===== config.mk =====
export PLATFORM = sky130hd
export DESIGN_NAME = traffic_conflict_monitor_flat
export DESIGN_NICKNAME = d
export VERILOG_FILES = /design/src/rtl/traffic_conflict_monitor_if.sv /design/src/rtl/traffic_conflict_monitor.sv /design/src/flat_wrapper.sv
export SDC_FILE = /design/constraint.sdc
export NUM_CORES = 1
export LEC_CHECK = 0
export BUFFER_PORTS_ARGS = -buffer_cell sky130_fd_sc_hd__buf_2
export CAP_MARGIN = 10
export CORE_MARGIN = 10
export CORE_UTILIZATION = 53
export DETAILED_ROUTE_END_ITERATION = 8
export PLACE_DENSITY_LB_ADDON = 0.25
export SYNTH_ARGS = -nofsm -noshare
export SYNTH_HDL_FRONTEND = slang
export SYNTH_SLANG_ARGS = --single-unit

===== constraint.sdc =====
create_clock -name clk -period 3.05 [get_ports clk]
set_clock_uncertainty 0.1 [all_clocks]
set_input_delay 0.4575 -clock clk [delete_from_list [all_inputs] [get_ports clk]]
set_output_delay 0.4575 -clock clk [all_outputs]
set_load 0.01 [all_outputs]

===== src/rtl/traffic_conflict_monitor_if.sv =====
// Bundle between the traffic-light controller and the conflict monitor:
// controller phase requests plus the lamp drives and fault status coming back.
interface traffic_conflict_monitor_if;
    logic [2:0] nslight;
    logic [2:0] ewlight;
    logic       fault_clear;
    logic [2:0] ns_lamp;
    logic [2:0] ew_lamp;
    logic       fault;
    logic [2:0] fault_code;

    // Controller / test side: drives phases and the clear request.
    modport master (
        output nslight,
        output ewlight,
        output fault_clear,
        input  ns_lamp,
        input  ew_lamp,
        input  fault,
        input  fault_code
    );

    // Monitor side: observes phases, owns the lamps and fault status.
    modport slave (
        input  nslight,
        input  ewlight,
        input  fault_clear,
        output ns_lamp,
        output ew_lamp,
        output fault,
        output fault_code
    );
endinterface


===== src/rtl/traffic_conflict_monitor.sv =====
// Safety stage between the traffic-light controller and the lamps. Forwards
// the phases with one register stage, checks every cycle for conflicting
// greens, bad encodings, illegal sequences and phase-duration violations,
// and on the first violation latches a code and flashes red in both
// directions until a qualified clear.
module traffic_conflict_monitor #(
    parameter int MAX_GREEN  = 40,
    parameter int MIN_YELLOW = 2,
    parameter int MAX_YELLOW = 10,
    parameter int FLASH_DIV  = 8,
    parameter int CNT_W      = 8
) (
    input  logic                          clk,
    input  logic                          reset,
    traffic_conflict_monitor_if.slave     bus
);
    localparam logic [2:0] LT_RED = 3'b100;
    localparam logic [2:0] LT_YEL = 3'b010;
    localparam logic [2:0] LT_GRN = 3'b001;
    localparam logic [2:0] LT_OFF = 3'b000;

    localparam logic [CNT_W-1:0] MAX_GREEN_C  = CNT_W'(MAX_GREEN);
    localparam logic [CNT_W-1:0] MIN_YELLOW_C = CNT_W'(MIN_YELLOW);
    localparam logic [CNT_W-1:0] MAX_YELLOW_C = CNT_W'(MAX_YELLOW);
    localparam logic [CNT_W-1:0] FLASH_END_C  = CNT_W'(FLASH_DIV - 1);
    localparam logic [CNT_W-1:0] CNT_ZERO_C   = {CNT_W{1'b0}};
    localparam logic [CNT_W-1:0] CNT_ONE_C    = CNT_W'(1);
    localparam logic [CNT_W-1:0] CNT_SAT_C    = {CNT_W{1'b1}};

    typedef enum logic {
        ST_MONITOR = 1'b0,
        ST_FAULT   = 1'b1
    } state_t;

    // Only the three one-hot phases are legal.
    function automatic logic enc_ok(input logic [2:0] l);
        return (l == LT_RED) || (l == LT_YEL) || (l == LT_GRN);
    endfunction

    // Hold, red->green, green->yellow, yellow->red are the only legal moves.
    function automatic logic seq_ok(input logic [2:0] prev, input logic [2:0] cur);
        return (cur == prev) ||
               ((prev == LT_RED) && (cur == LT_GRN)) ||
               ((prev == LT_GRN) && (cur == LT_YEL)) ||
               ((prev == LT_YEL) && (cur == LT_RED));
    endfunction

    // Saturating run counter: counts while active, clears otherwise.
    function automatic logic [CNT_W-1:0] run_next(input logic active, input logic [CNT_W-1:0] cnt);
        if (!active) begin
            return CNT_ZERO_C;
        end else if (cnt == CNT_SAT_C) begin
            return cnt;
        end else begin
            return cnt + CNT_ONE_C;
        end
    endfunction

    state_t           state_q, state_d;
    logic [2:0]       ns_prev_q, ns_prev_d, ew_prev_q, ew_prev_d;
    logic [CNT_W-1:0] ns_gcnt_q, ns_gcnt_d, ns_ycnt_q, ns_ycnt_d;
    logic [CNT_W-1:0] ew_gcnt_q, ew_gcnt_d, ew_ycnt_q, ew_ycnt_d;
    logic [CNT_W-1:0] flash_cnt_q, flash_cnt_d;
    logic             flash_red_q, flash_red_d;
    logic [2:0]       ns_lamp_q, ns_lamp_d, ew_lamp_q, ew_lamp_d;
    logic             fault_q, fault_d;
    logic [2:0]       code_q, code_d;
    logic [2:0]       viol_code_s;
    logic [2:0]       ns_s, ew_s;

    assign ns_s = bus.nslight;
    assign ew_s = bus.ewlight;

    // Prioritised violation check of current inputs against registered history.
    always_comb begin
        viol_code_s = 3'd0;
        if ((ns_s != LT_RED) && (ew_s != LT_RED)) begin
            viol_code_s = 3'd1;
        end else if (!enc_ok(ns_s) || !enc_ok(ew_s)) begin
            viol_code_s = 3'd2;
        end else if (!seq_ok(ns_prev_q, ns_s) || !seq_ok(ew_prev_q, ew_s)) begin
            viol_code_s = 3'd3;
        end else if (((ns_s == LT_GRN) && (ns_gcnt_q == MAX_GREEN_C)) ||
                     ((ew_s == LT_GRN) && (ew_gcnt_q == MAX_GREEN_C))) begin
            viol_code_s = 3'd4;
        end else if (((ns_prev_q == LT_YEL) && (ns_s == LT_RED) && (ns_ycnt_q < MIN_YELLOW_C)) ||
                     ((ew_prev_q == LT_YEL) && (ew_s == LT_RED) && (ew_ycnt_q < MIN_YELLOW_C))) begin
            viol_code_s = 3'd5;
        end else if (((ns_s == LT_YEL) && (ns_ycnt_q == MAX_YELLOW_C)) ||
                     ((ew_s == LT_YEL) && (ew_ycnt_q == MAX_YELLOW_C))) begin
            viol_code_s = 3'd6;
        end else begin
            viol_code_s = 3'd0;
        end
    end

    // Next-state and next-output logic for the MONITOR/FAULT machine.
    always_comb begin
        state_d     = state_q;
        ns_prev_d   = ns_prev_q;
        ew_prev_d   = ew_prev_q;
        ns_gcnt_d   = ns_gcnt_q;
        ns_ycnt_d   = ns_ycnt_q;
        ew_gcnt_d   = ew_gcnt_q;
        ew_ycnt_d   = ew_ycnt_q;
        flash_cnt_d = flash_cnt_q;
        flash_red_d = flash_red_q;
        ns_lamp_d   = ns_lamp_q;
        ew_lamp_d   = ew_lamp_q;
        fault_d     = fault_q;
        code_d      = code_q;
        case (state_q)
            ST_MONITOR: begin
                if (viol_code_s != 3'd0) begin
                    // Faulted input never reaches the lamps.
                    state_d     = ST_FAULT;
                    fault_d     = 1'b1;
                    code_d      = viol_code_s;
                    ns_lamp_d   = LT_RED;
                    ew_lamp_d   = LT_RED;
                    flash_cnt_d = CNT_ZERO_C;
                    flash_red_d = 1'b1;
                end else begin
                    ns_lamp_d = ns_s;
                    ew_lamp_d = ew_s;
                    ns_prev_d = ns_s;
                    ew_prev_d = ew_s;
                    ns_gcnt_d = run_next(ns_s == LT_GRN, ns_gcnt_q);
                    ns_ycnt_d = run_next(ns_s == LT_YEL, ns_ycnt_q);
                    ew_gcnt_d = run_next(ew_s == LT_GRN, ew_gcnt_q);
                    ew_ycnt_d = run_next(ew_s == LT_YEL, ew_ycnt_q);
                end
            end
            ST_FAULT: begin
                if (bus.fault_clear && (ns_s == LT_RED) && (ew_s == LT_RED)) begin
                    state_d     = ST_MONITOR;
                    fault_d     = 1'b0;
                    code_d      = 3'd0;
                    ns_lamp_d   = LT_RED;
                    ew_lamp_d   = LT_RED;
                    ns_prev_d   = LT_RED;
                    ew_prev_d   = LT_RED;
                    ns_gcnt_d   = CNT_ZERO_C;
                    ns_ycnt_d   = CNT_ZERO_C;
                    ew_gcnt_d   = CNT_ZERO_C;
                    ew_ycnt_d   = CNT_ZERO_C;
                    flash_cnt_d = CNT_ZERO_C;
                    flash_red_d = 1'b1;
                end else begin
                    if (flash_cnt_q == FLASH_END_C) begin
                        flash_cnt_d = CNT_ZERO_C;
                        flash_red_d = ~flash_red_q;
                    end else begin
                        flash_cnt_d = flash_cnt_q + CNT_ONE_C;
                        flash_red_d = flash_red_q;
                    end
                    ns_lamp_d = flash_red_d ? LT_RED : LT_OFF;
                    ew_lamp_d = flash_red_d ? LT_RED : LT_OFF;
                end
            end
            default: begin
                // Unreachable encoding: fail safe into FAULT with red lamps.
                state_d     = ST_FAULT;
                fault_d     = 1'b1;
                ns_lamp_d   = LT_RED;
                ew_lamp_d   = LT_RED;
                flash_cnt_d = CNT_ZERO_C;
                flash_red_d = 1'b1;
            end
        endcase
    end

    // State, history, counters and registered outputs.
    always_ff @(posedge clk or negedge reset) begin
        if (!reset) begin
            state_q     <= ST_MONITOR;
            ns_prev_q   <= LT_RED;
            ew_prev_q   <= LT_RED;
            ns_gcnt_q   <= CNT_ZERO_C;
            ns_ycnt_q   <= CNT_ZERO_C;
            ew_gcnt_q   <= CNT_ZERO_C;
            ew_ycnt_q   <= CNT_ZERO_C;
            flash_cnt_q <= CNT_ZERO_C;
            flash_red_q <= 1'b1;
            ns_lamp_q   <= LT_RED;
            ew_lamp_q   <= LT_RED;
            fault_q     <= 1'b0;
            code_q      <= 3'd0;
        end else begin
            state_q     <= state_d;
            ns_prev_q   <= ns_prev_d;
            ew_prev_q   <= ew_prev_d;
            ns_gcnt_q   <= ns_gcnt_d;
            ns_ycnt_q   <= ns_ycnt_d;
            ew_gcnt_q   <= ew_gcnt_d;
            ew_ycnt_q   <= ew_ycnt_d;
            flash_cnt_q <= flash_cnt_d;
            flash_red_q <= flash_red_d;
            ns_lamp_q   <= ns_lamp_d;
            ew_lamp_q   <= ew_lamp_d;
            fault_q     <= fault_d;
            code_q      <= code_d;
        end
    end

    assign bus.ns_lamp    = ns_lamp_q;
    assign bus.ew_lamp    = ew_lamp_q;
    assign bus.fault      = fault_q;
    assign bus.fault_code = code_q;
endmodule

===== src/flat_wrapper.sv =====
// flat-port wrapper written by rule: the top's interface ports become plain ports
module traffic_conflict_monitor_flat 
#(
    parameter int MAX_GREEN  = 40,
    parameter int MIN_YELLOW = 2,
    parameter int MAX_YELLOW = 10,
    parameter int FLASH_DIV  = 8,
    parameter int CNT_W      = 8
)
  (clk, reset, bus_nslight, bus_ewlight, bus_fault_clear, bus_ns_lamp, bus_ew_lamp, bus_fault, bus_fault_code);
  traffic_conflict_monitor_if bus_i ();
  input  logic clk;
  input  logic reset;
  input wire logic [$bits(bus_i.nslight)-1:0] bus_nslight;
  input wire logic [$bits(bus_i.ewlight)-1:0] bus_ewlight;
  input wire logic [$bits(bus_i.fault_clear)-1:0] bus_fault_clear;
  output wire logic [$bits(bus_i.ns_lamp)-1:0] bus_ns_lamp;
  output wire logic [$bits(bus_i.ew_lamp)-1:0] bus_ew_lamp;
  output wire logic [$bits(bus_i.fault)-1:0] bus_fault;
  output wire logic [$bits(bus_i.fault_code)-1:0] bus_fault_code;
  assign bus_i.nslight = bus_nslight;
  assign bus_i.ewlight = bus_ewlight;
  assign bus_i.fault_clear = bus_fault_clear;
  assign bus_ns_lamp = bus_i.ns_lamp;
  assign bus_ew_lamp = bus_i.ew_lamp;
  assign bus_fault = bus_i.fault;
  assign bus_fault_code = bus_i.fault_code;
  traffic_conflict_monitor #(.MAX_GREEN(MAX_GREEN), .MIN_YELLOW(MIN_YELLOW), .MAX_YELLOW(MAX_YELLOW), .FLASH_DIV(FLASH_DIV), .CNT_W(CNT_W)) u_core (.clk(clk), .reset(reset), .bus(bus_i));
endmodule

==> results.cfg <==
[run_status]
status = completed

[placement]
placed_area_mm2 = 0.00381
io_buffers = 18
dp_hpwl_mm = 6.56
gp_routability_congestion = 1.00
place_inst = 510

[sta]
setup_viol = 0
period_minus_slack_ps = 2840
drv_slew = 0
fin_crit_sh = 0.932
rsz0062_at_grt = false
finalHoldViolations = 0
tightest_slew_ps = 727
tns_ps = 0
fmax_mhz = 352
max-slew-margin-rel = 0.515

[job]
drv_cap = 0

[synthesis]
synth_area_leaders = dfrtp_1 37%, o21ai_0 5.4%, nand2_1 4.3%, nor2_1 4.0%, nand3_1 3.8%
synthFlopType = dfrtp_1
synth_cells = 422
yosys_register_bits = 58
synth_compound_area_frac = 0.216
seq_area_frac_synth = 0.405
async_flop_share = 1.00
synth-edff-count = 0
synthXorXnorAreaFrac = 0.0219
synth_top_family_by_area = simple AND/OR/NAND/NOR gates
syn-num-nets = 440
yosysTopAreaCell = dfrtp_1
synth_cell_types = 59
synthDominantCellAreaShare = 0.369
muxShareOfSynthArea = 0.00835
syn_avg_cell_area_um2 = 8.52
syn_area_mm2 = 0.00360
ys_warn_count = 0
synthAdderAreaFrac = 0.0313
synth_simple_gate_area_frac = 0.270

[clock_network]
root_buffer = clkbuf_8
clk_latency_ps = 350
path_clk_slew_ps = 70
cts_tree = done
htree_levels = 3
cts_setup_buffers = 0
cts_buffers = 9
clkSinkCount = 58
cts_buffer_depth = 2

[drt]
avgRoutedWirePerCell_um = 17.7
finalWirelength_mm = 9.30
vias = 3378
postRouteAntennaNets = 0
dr.first_iter.drc_count = 216
routed_via_density = 6.42
dr.pass1.iters = 5
drcViolationCount = 0

[floorplan]
start_util = 0.557
ios = 19
fp.dieH_um = 102
dieArea_mm2 = 0.0105
rows = 29
coreArea_mm2 = 0.00646
die_x_um = 102

[critical_path]
critPathCaptureType = register
r2r_slack_ps = 210
critPathMaxFanout = 7
worst_path_dominant_cell_family = simple AND/OR/NAND/NOR gates
worstPathRequired_ps = 3160
crit_chain = or4_1 -> nor4bb_2 -> a41oi_1 -> nor3b_2 -> and3_1 -> buf_4 -> mux2i_1 -> o21ai_0
worst_path_max_delay_cell = or4_1
start_kind = register
cp.buffers_inverters = 1
crit_path_max_incr_delay_ps = 610
path_class = register to register
critPathArrivalTime_ps = 2950

[finish]
antenna_cells = 0
final_cells = 526
nets = 462
area_growth_pct = 13.6
n_fill_cell = 541
final_cell_area_mm2 = 0.00409
drive_above_1_share = 0.154

[global_route]
grt_pass1_wl_mm = 15.7
gr-total-overflow = 0
antenna_found_initial = 0
grt_pass1_vias = 3165
grt_max_degree = 32
grt_usage = 0.189

[power]
p_leak_nw = 1.76
clkPwrFrac = 0.455
swShare = 0.242
seqPwrFrac = 0.438
p_int_mw = 1.59
switchingPower_mw = 0.508
power.density_mw_per_mm2 = 515
pwr-share-comb = 0.107
vdd_drop_max_v = 0.000391

[hold_path]
min_path_type = input port to asynchronous set/reset pin
final timing paths:
kind,from,to,cells after the start
setup / recovery,u_core.ew_ycnt_q[5],u_core.ew_ycnt_q[6],8
hold / removal,reset,u_core.flash_cnt_q[5],1
setup reg to reg,u_core.ew_ycnt_q[5],u_core.ew_ycnt_q[6],8
hold reg to reg,u_core.flash_red_q,u_core.flash_red_q,2
max in group asynchronous,reset,u_core.ew_gcnt_q[7],2
min in group clk,bus_ewlight[0],u_core.bus.ew_lamp[0],3
per-layer routing:
layer	track usage	vias to the layer above	wire, um
met3	0.0479	20	542
met2	0.295	116	4450
met5	0	-	0
met1	0.246	1636	4110
met4	0.0738	0	189
li1	-	1606	-
cell usage in the layout (no fill, tap or decap), types with 7 or more instances in the layout:
cell type and instances:
buf_4 18, clkbuf_8 10, buf_2 18, nor2b_1 7, and3_1 8, ha_1 9, a21oi_1 15, nand2_1 41
nor3_1 8, o21ai_0 39, dfrtp_1 53, nand3_1 26, nor2_1 38, nand4_1 10, a31oi_1 15, and2_1 8
inv_1 14, a22o_1 7
power by group through the flow:
stage | Combinational (mW) | Clock [mW] | Sequential, mW
floorplan | 0.139 | 0 | 0.927
global placement | 0.219 | 0 | 0.928
detailed placement | 0.227 | 0 | 0.930
CTS | 0.229 | 0.969 | 0.919
global route | 0.259 | 1.01 | 0.930
finish | 0.225 | 0.957 | 0.920
state kept, by name, indices dropped and copies added, names as in the netlist:
register	count
u_core.ew_prev_q	3
u_core.ew_gcnt_q	8
u_core.ns_ycnt_q	8
u_core.ew_ycnt_q	8
u_core.bus.ns_lamp	3
u_core.bus.fault	1
u_core.ns_prev_q	3
u_core.bus.ew_lamp	3
u_core.ns_gcnt_q	8
u_core.bus.fault_code	3
u_core.flash_cnt_q	8
u_core.flash_red_q	1
u_core.state_q	1
synth_stat cells (7+ instances only):
cell type and instances:
dfrtp_1 53, nand2_1 41, o21ai_0 39, nor2_1 38, nand3_1 27, a31oi_1 16
a21oi_1 15, inv_1 14, clkbuf_1 12, nand4_1 10, buf_2 9, ha_1 9
and2_1 8, and3_1 8, nor3_1 8, a22o_1 7, nor2b_1 7
what timing repair did:
action | 4_1_cts | 5_1_grt
hold buffers | 0 | 0
setup endpoints to repair | 0 | 5
resized for setup | 0 | 2
hold endpoints to repair | 0 | 0
area by class of cell:
type,instances,area (um2),share of cell area
Sequential cell,58,1460,0.357
Inverter,14,52.6,0.0129
Multi-Input combinational cell,325,1990,0.486
Timing Repair Buffer,36,225,0.0551
Clock inverter,5,125,0.0306
Clock buffer,11,141,0.0346
Tap cell,77,96.3,0.0236
per-stage QoR:
stage                util  worst slack (ps)  power, mW  hold slack, ps
CTS                 0.631              65.5       2.12            74.2
finish              0.633               207       2.10            66.0
global placement    0.590              71.4       1.15             384
global route        0.633              98.8       2.19             104
floorplan               -               317       1.07            61.9
detailed placement  0.590              50.5       1.16             395
worst reg2reg max path: cells and delay by family, from the launching register on:
family | cells | cell delay (ps)
buffers and inverters | 1 | 210
muxes | 1 | 130
DFF | 1 | 440
and+or+nand+nor | 4 | 1590
AOI/OAI and AO/OA | 2 | 240
logic make-up (layout without fill, tap and decap cells):
group / count (synthesis) / count (layout)
AND/OR/NAND/NOR: 185 / 185
XOR/XNOR: 9 / 9
flip-flops: 58 / 58
AO/OA/AOI/OAI: 119 / 119
adder cells (fa/ha/maj): 9 / 9
multiplexers: 3 / 3
buffers and inverters: 39 / 66
(Power assumes the default switching activity.)
